===== src/rtl/hdmi_island_scheduler_if.sv =====
// Bundle between the pixel timing counters / packet sources and the island scheduler.
// The master side drives position and requests; the slave side returns period and packet info.
interface hdmi_island_scheduler_if;
  logic [9:0] cx;
  logic [9:0] cy;
  logic [9:0] screen_start_x;
  logic [9:0] screen_start_y;
  logic       acr_req;
  logic       audio_req;
  logic [2:0] mode;
  logic [1:0] packet_sel;
  logic [4:0] pkt_cycle;
  logic       packet_start;
  logic       acr_ack;
  logic       avi_ack;
  logic       aif_ack;
  logic       audio_ack;

  modport master (
    output cx, cy, screen_start_x, screen_start_y, acr_req, audio_req,
    input  mode, packet_sel, pkt_cycle, packet_start,
    input  acr_ack, avi_ack, aif_ack, audio_ack
  );

  modport slave (
    input  cx, cy, screen_start_x, screen_start_y, acr_req, audio_req,
    output mode, packet_sel, pkt_cycle, packet_start,
    output acr_ack, avi_ack, aif_ack, audio_ack
  );
endinterface


===== src/rtl/hdmi_island_scheduler.sv =====
// HDMI period sequencer: control / video / data-island periods plus packet arbitration.
// Define HDMI_DVI_MODE_EN for a DVI-only build (no data islands, no pending logic).
//   state    | meaning
//   S_IDLE   | control or video period; island may open at cx == DI_START_X
//   S_PRE    | island preamble, remaining 7 of 8 cycles (first is the IDLE start cycle)
//   S_LGUARD | leading island guard band, 2 cycles
//   S_PKT    | one 32-cycle packet, pkt_cycle 0..31
//   S_TGUARD | trailing island guard band, 2 cycles
module hdmi_island_scheduler #(
  parameter int DI_START_X  = 10,
  parameter int MAX_PACKETS = 18
) (
  input logic                    clk_pixel,
  input logic                    reset_n,
  hdmi_island_scheduler_if.slave bus
);

  localparam logic [2:0] M_CTRL       = 3'd0;
  localparam logic [2:0] M_VID_PRE    = 3'd1;
  localparam logic [2:0] M_VID_GUARD  = 3'd2;
  localparam logic [2:0] M_VID_ACTIVE = 3'd3;
  localparam logic [2:0] M_DI_PRE     = 3'd4;
  localparam logic [2:0] M_DI_GUARD   = 3'd5;
  localparam logic [2:0] M_DI_DATA    = 3'd6;

  localparam logic [1:0] P_ACR   = 2'd0;
  localparam logic [1:0] P_AVI   = 2'd1;
  localparam logic [1:0] P_AIF   = 2'd2;
  localparam logic [1:0] P_AUDIO = 2'd3;

  typedef enum logic [2:0] {
    S_IDLE,
    S_PRE,
    S_LGUARD,
    S_PKT,
    S_TGUARD
  } state_t;

  state_t      state_q, state_d;
  logic [2:0]  tmr_q, tmr_d;
  logic [4:0]  pc_q, pc_d;
  logic [4:0]  sent_q, sent_d;
  logic [4:0]  nmax_q, nmax_d;
  logic [4:0]  nmax_c;

  logic        acr_pend_q, avi_pend_q, aif_pend_q;
  logic        any_pend, start_ok, more;
  logic        island, pkt_start;
  logic [2:0]  di_mode, vid_mode;
  logic [1:0]  winner;
  logic        acr_hit, avi_hit, aif_hit, audio_hit;

  // Island budget: space left before the video preamble after the fixed island overhead.
  logic signed [11:0] avail;
  logic        [5:0]  blocks;

  assign avail  = $signed({2'b00, bus.screen_start_x}) - $signed(12'(DI_START_X + 34));
  assign blocks = avail[10:5];

  always_comb begin
    nmax_c = 5'd0;
    if (avail <= 12'sd0)
      nmax_c = 5'd0;
    else if (blocks > 6'(MAX_PACKETS))
      nmax_c = 5'(MAX_PACKETS);
    else
      nmax_c = blocks[4:0];
  end

  logic [10:0] cx_w, ssx_w;
  assign cx_w  = {1'b0, bus.cx};
  assign ssx_w = {1'b0, bus.screen_start_x};

  always_comb begin
    vid_mode = M_CTRL;
    if (bus.cy >= bus.screen_start_y) begin
      if (cx_w >= ssx_w)
        vid_mode = M_VID_ACTIVE;
      else if (cx_w + 11'd2 >= ssx_w)
        vid_mode = M_VID_GUARD;
      else if (cx_w + 11'd10 >= ssx_w)
        vid_mode = M_VID_PRE;
    end
  end

  always_comb begin
    winner = P_AUDIO;
    if (acr_pend_q)
      winner = P_ACR;
    else if (avi_pend_q)
      winner = P_AVI;
    else if (aif_pend_q)
      winner = P_AIF;
  end

  assign any_pend  = acr_pend_q | avi_pend_q | aif_pend_q | bus.audio_req;
  assign more      = (sent_q < nmax_q) && any_pend;

  assign acr_hit   = pkt_start && (winner == P_ACR);
  assign avi_hit   = pkt_start && (winner == P_AVI);
  assign aif_hit   = pkt_start && (winner == P_AIF);
  assign audio_hit = pkt_start && (winner == P_AUDIO) && bus.audio_req;

`ifdef HDMI_DVI_MODE_EN
  assign acr_pend_q = 1'b0;
  assign avi_pend_q = 1'b0;
  assign aif_pend_q = 1'b0;
  assign start_ok   = 1'b0;
`else
  logic frame_start;
  assign frame_start = (bus.cx == 10'd0) && (bus.cy == 10'd0);
  assign start_ok    = (bus.cx == 10'(DI_START_X)) && (nmax_c != 5'd0) && any_pend;

  // A request in the same cycle as its ack re-arms the flag (set wins over clear).
  always_ff @(posedge clk_pixel or negedge reset_n) begin
    if (!reset_n) begin
      acr_pend_q <= 1'b0;
      avi_pend_q <= 1'b0;
      aif_pend_q <= 1'b0;
    end else begin
      acr_pend_q <= bus.acr_req | (acr_pend_q & ~acr_hit);
      avi_pend_q <= frame_start | (avi_pend_q & ~avi_hit);
      aif_pend_q <= frame_start | (aif_pend_q & ~aif_hit);
    end
  end
`endif

  always_ff @(posedge clk_pixel or negedge reset_n) begin
    if (!reset_n) begin
      state_q <= S_IDLE;
      tmr_q   <= 3'd0;
      pc_q    <= 5'd0;
      sent_q  <= 5'd0;
      nmax_q  <= 5'd0;
    end else begin
      state_q <= state_d;
      tmr_q   <= tmr_d;
      pc_q    <= pc_d;
      sent_q  <= sent_d;
      nmax_q  <= nmax_d;
    end
  end

  always_comb begin
    state_d   = state_q;
    tmr_d     = tmr_q;
    pc_d      = pc_q;
    sent_d    = sent_q;
    nmax_d    = nmax_q;
    island    = 1'b0;
    di_mode   = M_CTRL;
    pkt_start = 1'b0;
    case (state_q)
      S_IDLE: begin
        if (start_ok) begin
          island  = 1'b1;
          di_mode = M_DI_PRE;
          state_d = S_PRE;
          tmr_d   = 3'd6;
          sent_d  = 5'd0;
          nmax_d  = nmax_c;
        end
      end
      S_PRE: begin
        island  = 1'b1;
        di_mode = M_DI_PRE;
        if (tmr_q == 3'd0) begin
          state_d = S_LGUARD;
          tmr_d   = 3'd1;
        end else begin
          tmr_d = tmr_q - 3'd1;
        end
      end
      S_LGUARD: begin
        island  = 1'b1;
        di_mode = M_DI_GUARD;
        if (tmr_q == 3'd0) begin
          if (more) begin
            state_d = S_PKT;
            pc_d    = 5'd0;
          end else begin
            state_d = S_TGUARD;
            tmr_d   = 3'd1;
          end
        end else begin
          tmr_d = tmr_q - 3'd1;
        end
      end
      S_PKT: begin
        island  = 1'b1;
        di_mode = M_DI_DATA;
        if (pc_q == 5'd0) begin
          pkt_start = 1'b1;
          sent_d    = sent_q + 5'd1;
        end
        pc_d = pc_q + 5'd1;
        if (pc_q == 5'd31 && !more) begin
          state_d = S_TGUARD;
          tmr_d   = 3'd1;
          pc_d    = 5'd0;
        end
      end
      S_TGUARD: begin
        island  = 1'b1;
        di_mode = M_DI_GUARD;
        if (tmr_q == 3'd0)
          state_d = S_IDLE;
        else
          tmr_d = tmr_q - 3'd1;
      end
      default: state_d = S_IDLE;
    endcase
  end

  always_ff @(posedge clk_pixel or negedge reset_n) begin
    if (!reset_n) begin
      bus.mode         <= M_CTRL;
      bus.packet_sel   <= P_ACR;
      bus.pkt_cycle    <= 5'd0;
      bus.packet_start <= 1'b0;
      bus.acr_ack      <= 1'b0;
      bus.avi_ack      <= 1'b0;
      bus.aif_ack      <= 1'b0;
      bus.audio_ack    <= 1'b0;
    end else begin
      bus.mode         <= island ? di_mode : vid_mode;
      if (pkt_start)
        bus.packet_sel <= winner;
      bus.pkt_cycle    <= (state_q == S_PKT) ? pc_q : 5'd0;
      bus.packet_start <= pkt_start;
      bus.acr_ack      <= acr_hit;
      bus.avi_ack      <= avi_hit;
      bus.aif_ack      <= aif_hit;
      bus.audio_ack    <= audio_hit;
    end
  end

endmodule


===== src/flat_wrapper.sv =====
// flat-port wrapper written by rule: the top's interface ports become plain ports
module hdmi_island_scheduler_flat 
#(
  parameter int DI_START_X  = 10,
  parameter int MAX_PACKETS = 18
)
  (clk_pixel, reset_n, bus_cx, bus_cy, bus_screen_start_x, bus_screen_start_y, bus_acr_req, bus_audio_req, bus_mode, bus_packet_sel, bus_pkt_cycle, bus_packet_start, bus_acr_ack, bus_avi_ack, bus_aif_ack, bus_audio_ack);
  hdmi_island_scheduler_if bus_i ();
  input logic clk_pixel;
  input logic reset_n;
  input wire logic [$bits(bus_i.cx)-1:0] bus_cx;
  input wire logic [$bits(bus_i.cy)-1:0] bus_cy;
  input wire logic [$bits(bus_i.screen_start_x)-1:0] bus_screen_start_x;
  input wire logic [$bits(bus_i.screen_start_y)-1:0] bus_screen_start_y;
  input wire logic [$bits(bus_i.acr_req)-1:0] bus_acr_req;
  input wire logic [$bits(bus_i.audio_req)-1:0] bus_audio_req;
  output wire logic [$bits(bus_i.mode)-1:0] bus_mode;
  output wire logic [$bits(bus_i.packet_sel)-1:0] bus_packet_sel;
  output wire logic [$bits(bus_i.pkt_cycle)-1:0] bus_pkt_cycle;
  output wire logic [$bits(bus_i.packet_start)-1:0] bus_packet_start;
  output wire logic [$bits(bus_i.acr_ack)-1:0] bus_acr_ack;
  output wire logic [$bits(bus_i.avi_ack)-1:0] bus_avi_ack;
  output wire logic [$bits(bus_i.aif_ack)-1:0] bus_aif_ack;
  output wire logic [$bits(bus_i.audio_ack)-1:0] bus_audio_ack;
  assign bus_i.cx = bus_cx;
  assign bus_i.cy = bus_cy;
  assign bus_i.screen_start_x = bus_screen_start_x;
  assign bus_i.screen_start_y = bus_screen_start_y;
  assign bus_i.acr_req = bus_acr_req;
  assign bus_i.audio_req = bus_audio_req;
  assign bus_mode = bus_i.mode;
  assign bus_packet_sel = bus_i.packet_sel;
  assign bus_pkt_cycle = bus_i.pkt_cycle;
  assign bus_packet_start = bus_i.packet_start;
  assign bus_acr_ack = bus_i.acr_ack;
  assign bus_avi_ack = bus_i.avi_ack;
  assign bus_aif_ack = bus_i.aif_ack;
  assign bus_audio_ack = bus_i.audio_ack;
  hdmi_island_scheduler #(.DI_START_X(DI_START_X), .MAX_PACKETS(MAX_PACKETS)) u_core (.clk_pixel(clk_pixel), .reset_n(reset_n), .bus(bus_i));
endmodule

===== config.mk =====
export PLATFORM = sky130hd
export DESIGN_NAME = hdmi_island_scheduler_flat
export DESIGN_NICKNAME = d
export VERILOG_FILES = /design/src/rtl/hdmi_island_scheduler_if.sv /design/src/rtl/hdmi_island_scheduler.sv /design/src/flat_wrapper.sv
export SDC_FILE = /design/constraint.sdc
export NUM_CORES = 1
export LEC_CHECK = 0
export CORE_MARGIN = 8
export CORE_UTILIZATION = 42
export DETAILED_ROUTE_END_ITERATION = 8
export PLACE_DENSITY = 0.69
export SLEW_MARGIN = 20
export SYNTH_ARGS = -nofsm -noshare
export SYNTH_HDL_FRONTEND = slang
export SYNTH_SLANG_ARGS = --single-unit

===== constraint.sdc =====
create_clock -name clk_pixel -period 2.1 [get_ports clk_pixel]
set_input_delay 0.42 -clock clk_pixel [delete_from_list [all_inputs] [get_ports clk_pixel]]
set_output_delay 0.42 -clock clk_pixel [all_outputs]
set_load 0.05 [all_outputs]

==> results of run 1 <==
==> cell usage after synthesis (3+ instances only) <==
master / count
sky130_fd_sc_hd__o21ai_0: 17
sky130_fd_sc_hd__nor2b_1: 6
sky130_fd_sc_hd__a21o_1: 5
sky130_fd_sc_hd__inv_1: 38
sky130_fd_sc_hd__nand3_1: 9
sky130_fd_sc_hd__nor2_1: 25
sky130_fd_sc_hd__xor2_1: 11
sky130_fd_sc_hd__o211ai_1: 3
sky130_fd_sc_hd__nor4_1: 3
sky130_fd_sc_hd__nor3b_1: 4
sky130_fd_sc_hd__mux2i_1: 3
sky130_fd_sc_hd__and3_1: 5
sky130_fd_sc_hd__nand2b_1: 6
sky130_fd_sc_hd__nand4_1: 5
sky130_fd_sc_hd__dfrtp_1: 39
sky130_fd_sc_hd__o31a_1: 3
sky130_fd_sc_hd__o2111ai_1: 5
sky130_fd_sc_hd__o21a_1: 4
sky130_fd_sc_hd__buf_2: 5
sky130_fd_sc_hd__o21ai_1: 5
sky130_fd_sc_hd__nand2_1: 25
sky130_fd_sc_hd__ha_1: 47
sky130_fd_sc_hd__a21oi_1: 20
sky130_fd_sc_hd__xnor2_1: 9
sky130_fd_sc_hd__buf_6: 3
==> power by group through the flow <==
| stage | combinational (mW) | clock [mW] | sequential (mW) |
|---|---|---|---|
| floorplan | 0.804 | 0 | 0.994 |
| global placement | 1.38 | 0 | 0.942 |
| detailed placement | 1.40 | 0 | 0.944 |
| CTS | 1.49 | 0.505 | 0.930 |
| global route | 1.78 | 0.549 | 0.944 |
| finish | 1.62 | 0.488 | 0.934 |
==> layout make-up <==
| type | count | area, sq um | share of cell area |
|---|---|---|---|
| Clock buffer | 6 | 72.6 | 0.0144 |
| Clock inverter | 2 | 12.5 | 0.00248 |
| Inverter | 40 | 150 | 0.0298 |
| Multi-Input combinational cell | 272 | 2400 | 0.476 |
| Sequential cell | 39 | 976 | 0.194 |
| Tap cell | 102 | 128 | 0.0253 |
| Timing Repair Buffer | 151 | 1300 | 0.258 |
==> flip-flops by register name, indices dropped and copies added, names as in the netlist, 2 cells and up <==
name	count
u_core.bus.pkt_cycle	5
u_core.nmax_q	5
u_core.pc_q	5
u_core.sent_q	5
u_core.bus.mode	3
u_core.state_q	3
u_core.tmr_q	3
u_core.bus.packet_sel	2
==> worst max-delay path: stages <==
cell,delay (ns)
sky130_fd_sc_hd__buf_8,0.11
sky130_fd_sc_hd__ha_4,0.17
sky130_fd_sc_hd__o21ai_4,0.21
sky130_fd_sc_hd__nor2_4,0.06
sky130_fd_sc_hd__xor2_1,0.16
sky130_fd_sc_hd__ha_1,0.36
sky130_fd_sc_hd__nand2_2,0.11
sky130_fd_sc_hd__a21oi_2,0.04
sky130_fd_sc_hd__o31a_1,0.10
sky130_fd_sc_hd__a311o_1,0.32
sky130_fd_sc_hd__a21oi_1,0.13
sky130_fd_sc_hd__o22ai_1,0.07
==> logic make-up (layout without fill, tap and decap cells) <==
family	count (synthesis)	count (layout)	synth area share
flip-flops	39	39	0.295
XOR/XNOR	20	20	0.0530
multiplexers	5	5	0.0182
AND/OR/NAND/NOR	107	107	0.181
buffers and inverters	51	199	0.0677
AO/OA/AOI/OAI	92	92	0.205
adder cells (fa/ha/maj)	48	48	0.181
==> layer usage <==
metal | vias up | part of all wire | routed length [microns]
met5 | - | 0 | 0
met4 | 0 | 0.018 | 164
met3 | 14 | 0.039 | 356
met2 | 79 | 0.51 | 4700
met1 | 1515 | 0.43 | 3990
li1 | 1591 | - | -
==> through the flow <==
step / setup slack, ns / hold slack (ns) / instance area [sq um] / setup TNS [ns]
2_1_floorplan: 0.000294 / 0.124 / 3380 / 0
3_3_place_gp: -0.702 / 0.456 / 4570 / -7.36
3_5_place_dp: -0.704 / 0.460 / 4570 / -7.70
4_1_cts: -0.0182 / 0.185 / 4820 / -0.0182
5_1_grt: -0.0712 / 0.214 / 5040 / -0.157
6_report: 0.0112 / 0.173 / 5040 / 0
==> final timing paths <==
check                                                      from                              endpoint  slack, ns
min                                                     reset_n          u_core.sent_q[0]$_DFFE_PN0P_       0.17
max in group asynchronous                               reset_n            u_core.pc_q[3]$_DFFE_PN0P_       1.59
max                                                   bus_cx[1]          u_core.bus.mode[0]$_DFF_PN0_       0.01
min in group clk_pixel     u_core.bus.packet_sel[0]$_DFFE_PN0P_  u_core.bus.packet_sel[0]$_DFFE_PN0P_       0.47
max reg2reg                        u_core.nmax_q[1]$_DFFE_PN0P_           u_core.tmr_q[0]$_DFFE_PN0P_       0.04
min reg2reg                u_core.bus.packet_sel[0]$_DFFE_PN0P_  u_core.bus.packet_sel[0]$_DFFE_PN0P_       0.47
==> what timing repair did <==
item                       4_1_cts  5_1_grt
gates resized for setup         60       49
gates cloned                     1        0
pin swaps                       34       34
setup endpoints to repair       16       14
setup buffers                    6       11
==> impl_summary.txt, run 1 <==
----------------------------------------------------
[Timing]
  Slew at the pin closest to its max-slew limit ... approximately 0.5 ns
  Maximum clock frequency ... around 0.48 GHz
  Number of failing setup endpoints in the final timing report ... 0
  Worst clock skew on the final layout ... between 0.007 and 0.008 ns
  Unrepaired setup endpoints after global routing ... true
  Worst slew margin relative to its limit ... 0.663
  Portion of the clock cycle consumed by the worst path in the final layout ... 0.995
  Max Slew Vio Count ... 0
  Final hold violations ... 0
  Final period demand of the worst path ... 2.09 ns

[Logic synthesis]
  Post-Syn Instances ... between 300 and 400
  Avg Inst Size Synth ... between 9 and 10 sq um
  Cell type with the highest aggregate area in the netlist ... sky130_fd_sc_hd__dfrtp_1
  Distinct cells, synth ... 72
  Share of async-settable or async-resettable flops after synthesis ... 1.00
  Warnings from Yosys ... 0
  EDFF count, synth ... 0
  Flops & latches, synth ... 39
  Post-Synthesis Cell Area ... ~3300 sq um
  Net count of the mapped netlist ... 453
  Sequential-to-total area share from yosys stat ... 0.295
  Top cells by area, synth ... sky130_fd_sc_hd__dfrtp_1, sky130_fd_sc_hd__ha_1, sky130_fd_sc_hd__inv_1
  Most used flip-flop cell after synthesis ... sky130_fd_sc_hd__dfrtp_1
  Area share of the leading cell type in the synthesized netlist ... 0.295

[Die]
  Placeable core region ... 7690 sq um
  Site row count ... 32
  Die area ... approximately 11000 sq um
  Top-level port count ... 59
  Initial standard-cell utilization of the core ... 0.430
  Die height ... roughly 100 microns
  Die Span X ... 105 microns

[Finish]
  Fill cell instance count of the final layout ... roughly 630
  Non-Filler Instances ... 612
  Fraction of final layout cells sized beyond drive strength 1 ... 0.335
  Final antenna diode count ... 0
  Highest-count cells in the layout ignoring fill and taps ... sky130_fd_sc_hd__buf_4, sky130_fd_sc_hd__ha_1, sky130_fd_sc_hd__dfrtp_1
  Layout overhead on the synthesized area ... 52.3%
  Most common cell after layout, fill and taps aside ... sky130_fd_sc_hd__buf_4
  Final core utilization ... 0.656
  Total Nets Final ... 600

[Global routing]
  Grt total ovfl ... 0
  Routing usage on met1 ... 0.199
  Met2 layer usage reported by global route ... 0.299
  Global Route Usage Sum ... 0.169
  Via count of the first global-routing pass ... 3410
  M3 GR Usage ... 0.0319
  Global-route wire length before repair ... around 16000 microns
  Pin count of the biggest net entering global routing ... 40
  Initial antenna violation count ... 0
  Busiest metal layer after global routing ... met2

[Flow run]
  Max capacitance violation total ... 0

[Clocking]
  Worst-skew pair later-pin latency ... roughly 0.29 ns
  Clk pin slew, worst setup/hold paths ... approximately 0.080 ns
  Clock net sink count ... 39
  Total clock buffers created by CTS ... 5
  Clock root cell ... sky130_fd_sc_hd__clkbuf_8
  TritonCTS clock tree ... built
  Hold-fix buffers, CTS ... 0
  CTS Buffer Depth ... 2
  Number of levels in the clock H-tree ... 2

[Power and ir drop]
  Design internal power ... 1.90 mW
  Static Leakage ... 2.35 nW
  Power consumption ... between 3 and 4 mW
  Fraction of power consumed by sequential logic ... 0.307
  PwrDens ... 604 nW/um^2
  Peak ir drop on the vdd network ... approximately 0.40 mV
  Switching portion of total power ... 0.377
  Share of total power in the clock network ... 0.160
  Combinational cell fraction of total power ... 0.533
  Net switching power figure ... around 1.1 mW

[Drt]
  Final wirelength ... roughly 9200 microns
  Detailed-route via count ... approximately 3200
  Detailed-route wire length per cell ... approximately 15 microns
  Number of remaining DRC errors ... 0
  Pre-Repair DR Iteration Count ... 4
  Count of antenna-violating nets left after detailed routing ... 0
  Via-to-Cell Ratio ... between 5 and 6
  Detailed router's first-iteration violation count ... between 100 and 150

[Place]
  Gp weighted congestion ... around 0.83
  Number of instances in the placed design ... 588
  Number of buffer cells added on primary ports ... 58
  Half-perimeter wire length after detailed placement ... a little over 7000 microns

[Worst setup path]
  Highest fanout seen on the critical path ... 4
  Crit. End Element ... flip-flop
  Setup Crit Path Kind ... input port to flip-flop
  R2R depth ... 8
  WP data arrival ... about 2.3 ns
  Kind of start point of the critical path ... input port
  Crit path required time ... around 2.3 ns

[Outcome]
  Run status ... finished, final reports clean

[Min path]
  Class of the tightest hold or removal check ... input port to async pin

----------------------------------------------------
Power figures use the tool's default switching activity.
==> run 2: changes to the inputs <==
--- a/config.mk
+++ b/config.mk
@@ -5,9 +5,11 @@
 export SDC_FILE = /design/constraint.sdc
 export NUM_CORES = 1
 export LEC_CHECK = 0
+export CAP_MARGIN = 20
 export CORE_MARGIN = 8
 export CORE_UTILIZATION = 42
 export DETAILED_ROUTE_END_ITERATION = 8
+export GPL_ROUTABILITY_DRIVEN = 1
 export PLACE_DENSITY = 0.69
 export SLEW_MARGIN = 20
 export SYNTH_ARGS = -nofsm -noshare
==> results of run 2 <==
Final layout, timing and power as in run 1 (identical DEF).
==> run 3: changes to the inputs <==
--- a/config.mk
+++ b/config.mk
@@ -5,12 +5,13 @@
 export SDC_FILE = /design/constraint.sdc
 export NUM_CORES = 1
 export LEC_CHECK = 0
+export ABC_AREA = 0
 export CAP_MARGIN = 20
 export CORE_MARGIN = 8
 export CORE_UTILIZATION = 42
 export DETAILED_ROUTE_END_ITERATION = 8
 export GPL_ROUTABILITY_DRIVEN = 1
-export PLACE_DENSITY = 0.69
+export PLACE_DENSITY = 0.68
 export SLEW_MARGIN = 20
 export SYNTH_ARGS = -nofsm -noshare
 export SYNTH_HDL_FRONTEND = slang
==> impl_summary.txt, run 3 (synthesis gave the netlist of run 1 again) <==
----------------------------------------------------
[Outcome]
  Run status ... finished, final reports clean

[Global routing]
  Grt total ovfl ... 0
  Initial antenna violation count ... 0
  Pin count of the biggest net entering global routing ... 40
  Global Route Usage Sum ... 0.161
  Global-route wire length before repair ... roughly 15000 microns
  Via count of the first global-routing pass ... approximately 3200

[Timing]
  Worst slew margin relative to its limit ... 0.665
  Final hold violations ... 0
  Worst clock skew on the final layout ... roughly 0.0030 ns
  Max Slew Vio Count ... 0
  Slew at the pin closest to its max-slew limit ... 0.500 ns
  Final period demand of the worst path ... between 2 and 2.5 ns
  Unrepaired setup endpoints after global routing ... true
  Number of failing setup endpoints in the final timing report ... 0
  Hold Worst Slack ... between 0.15 and 0.2 ns
  Portion of the clock cycle consumed by the worst path in the final layout ... 0.984
  Maximum clock frequency ... 0.484 GHz

[Die]
  Die height ... between 100 and 150 microns
  Die Span X ... about 100 microns
  Site row count ... 32
  Placeable core region ... approximately 7700 sq um
  Top-level port count ... slightly below 60
  Initial standard-cell utilization of the core ... 0.430
  Die area ... about 11000 sq um

[Drt]
  Via-to-Cell Ratio ... 5.22
  Length of routed met3 wiring ... ~440 microns
  Number of remaining DRC errors ... 0
  Final wirelength ... 8970 microns
  Detailed-route via count ... 3145
  Highest layer used for signal routing ... met4
  Count of antenna-violating nets left after detailed routing ... 0
  Detailed-route wire length per cell ... approximately 15 microns
  Wire length on met1 ... 3850 microns
  Detailed router's first-iteration violation count ... between 150 and 200
  Met2 Wirelength ... 4530 microns
  Pre-Repair DR Iteration Count ... 5

[Finish]
  Final antenna diode count ... 0
  Layout overhead on the synthesized area ... 49.4%
  Highest-count cells in the layout ignoring fill and taps ... sky130_fd_sc_hd__buf_4, sky130_fd_sc_hd__ha_1, sky130_fd_sc_hd__dfrtp_1
  Total area of multi-input combinational cells ... around 2300 sq um
  Sequential cell area ... just under 1000 sq um
  Fraction of final layout cells sized beyond drive strength 1 ... 0.320
  Most common cell after layout, fill and taps aside ... sky130_fd_sc_hd__buf_4
  Total Nets Final ... 590
  Final core utilization ... 0.643
  Fill cell instance count of the final layout ... 635

[Clocking]
  CTS Buffer Depth ... 2
  Number of levels in the clock H-tree ... 2
  Worst-skew pair later-pin latency ... roughly 0.29 ns
  Total clock buffers created by CTS ... 5
  Hold-fix buffers, CTS ... 0
  TritonCTS clock tree ... built
  Clk pin slew, worst setup/hold paths ... ~0.070 ns
  Clock net sink count ... 39
  Clock root cell ... sky130_fd_sc_hd__clkbuf_8

[Min path]
  Class of the tightest hold or removal check ... input port to async pin

[Flow run]
  Max capacitance violation total ... 0

[Place]
  Gp weighted congestion ... a little under 0.9
  Number of buffer cells added on primary ports ... 58
  Half-perimeter wire length after detailed placement ... 7050 microns

[Worst setup path]
  Kind of start point of the critical path ... flip-flop
  WP data arrival ... between 2 and 2.5 ns
  Crit path required time ... 2.28 ns
  Setup Crit Path Kind ... flip-flop to flip-flop
  Crit. End Element ... flip-flop
  Highest fanout seen on the critical path ... 5

[Power and ir drop]
  PwrDens ... around 630 nW/um^2
  Peak ir drop on the vdd network ... around 0.25 mV
  Static Leakage ... approximately 2.3 nW

----------------------------------------------------
-- run 3: cell count changes in the layout (fill, tap and decap cells not counted), sizes merged --
cell           before  now
dlymetal6s2s        3    5
bufinv              0    1
dlygate4sd2         9    8
clkdlybuf4s50      38   36
clkdlybuf4s15       0    2
buf                99   88
clkinvlp            1    0
-- run 3: final timing paths --
kind | startpoint | to | slack, ns | cells past startpoint
worst max-delay path | u_core.nmax_q[1]$_DFFE_PN0P_ | u_core.tmr_q[0]$_DFFE_PN0P_ | 0.03 | 8
worst min-delay path | reset_n | u_core.nmax_q[2]$_DFFE_PN0P_ | 0.18 | 2
worst max register to register | u_core.nmax_q[1]$_DFFE_PN0P_ | u_core.tmr_q[0]$_DFFE_PN0P_ | 0.03 | 8
worst min register to register | u_core.bus.packet_sel[1]$_DFFE_PN0P_ | u_core.bus.packet_sel[1]$_DFFE_PN0P_ | 0.48 | 2
max in group asynchronous | reset_n | u_core.pc_q[3]$_DFFE_PN0P_ | 1.59 | 2
min in group clk_pixel | bus_audio_req | u_core.bus.audio_ack$_DFF_PN0_ | 0.43 | 2
-- run 3: stage by stage --
step | TNS (ns) | instance area, sq um | setup slack, ns | total power, mW | cells
final | 0 | 4940 | 0.0342 | 3.10 | 602
after global routing | -0.191 | 4940 | -0.0371 | 3.31 | 602
after CTS | 0 | 4800 | 0.0000646 | 3.04 | 598
after detailed placement | -8.39 | 4550 | -0.732 | 2.35 | 586
after global placement | -7.60 | 4550 | -0.713 | 2.32 | 586
after floorplan | 0 | 3380 | 0.000294 | 1.80 | 362
-- run 3: cell type report --
type,instances,share of cell area
Clock buffer,6,0.0167
Clock inverter,2,0.00709
Inverter,40,0.0304
Multi-Input combinational cell,272,0.474
Sequential cell,39,0.197
Tap cell,102,0.0258
Timing Repair Buffer,141,0.249
-- run 3: critical path, stage by stage, from the launching register on --
cell and delay [ns]:
sky130_fd_sc_hd__dfrtp_1 0.36, sky130_fd_sc_hd__inv_1 0.06, sky130_fd_sc_hd__ha_1 0.28, sky130_fd_sc_hd__a2111o_1 0.45
sky130_fd_sc_hd__a31oi_4 0.25, sky130_fd_sc_hd__o21ai_2 0.10, sky130_fd_sc_hd__buf_4 0.15, sky130_fd_sc_hd__a31o_1 0.20
sky130_fd_sc_hd__o31a_1 0.10
-- run 3: what timing repair did --
item                                    CTS  global route
pin swaps                                31            38
endpoints found under the setup margin   15            10
gates resized for setup                  57            42
setup buffers                             5             5
-- run 3: metal layers --
layer,global-route usage,vias to the layer above
met2,0.280,77
met5,0,-
li1,-,1569
met4,0.0520,0
met1,0.191,1486
met3,0.0362,13
-- run 3: report_power, final --
group          internal [mW]  leakage [nW]  total [mW]  switching (mW)
Clock                  0.384        0.0612       0.641           0.257
Combinational          0.742          1.79        1.53           0.786
Sequential             0.857         0.482       0.935          0.0778
Total                   1.98          2.33        3.10            1.12
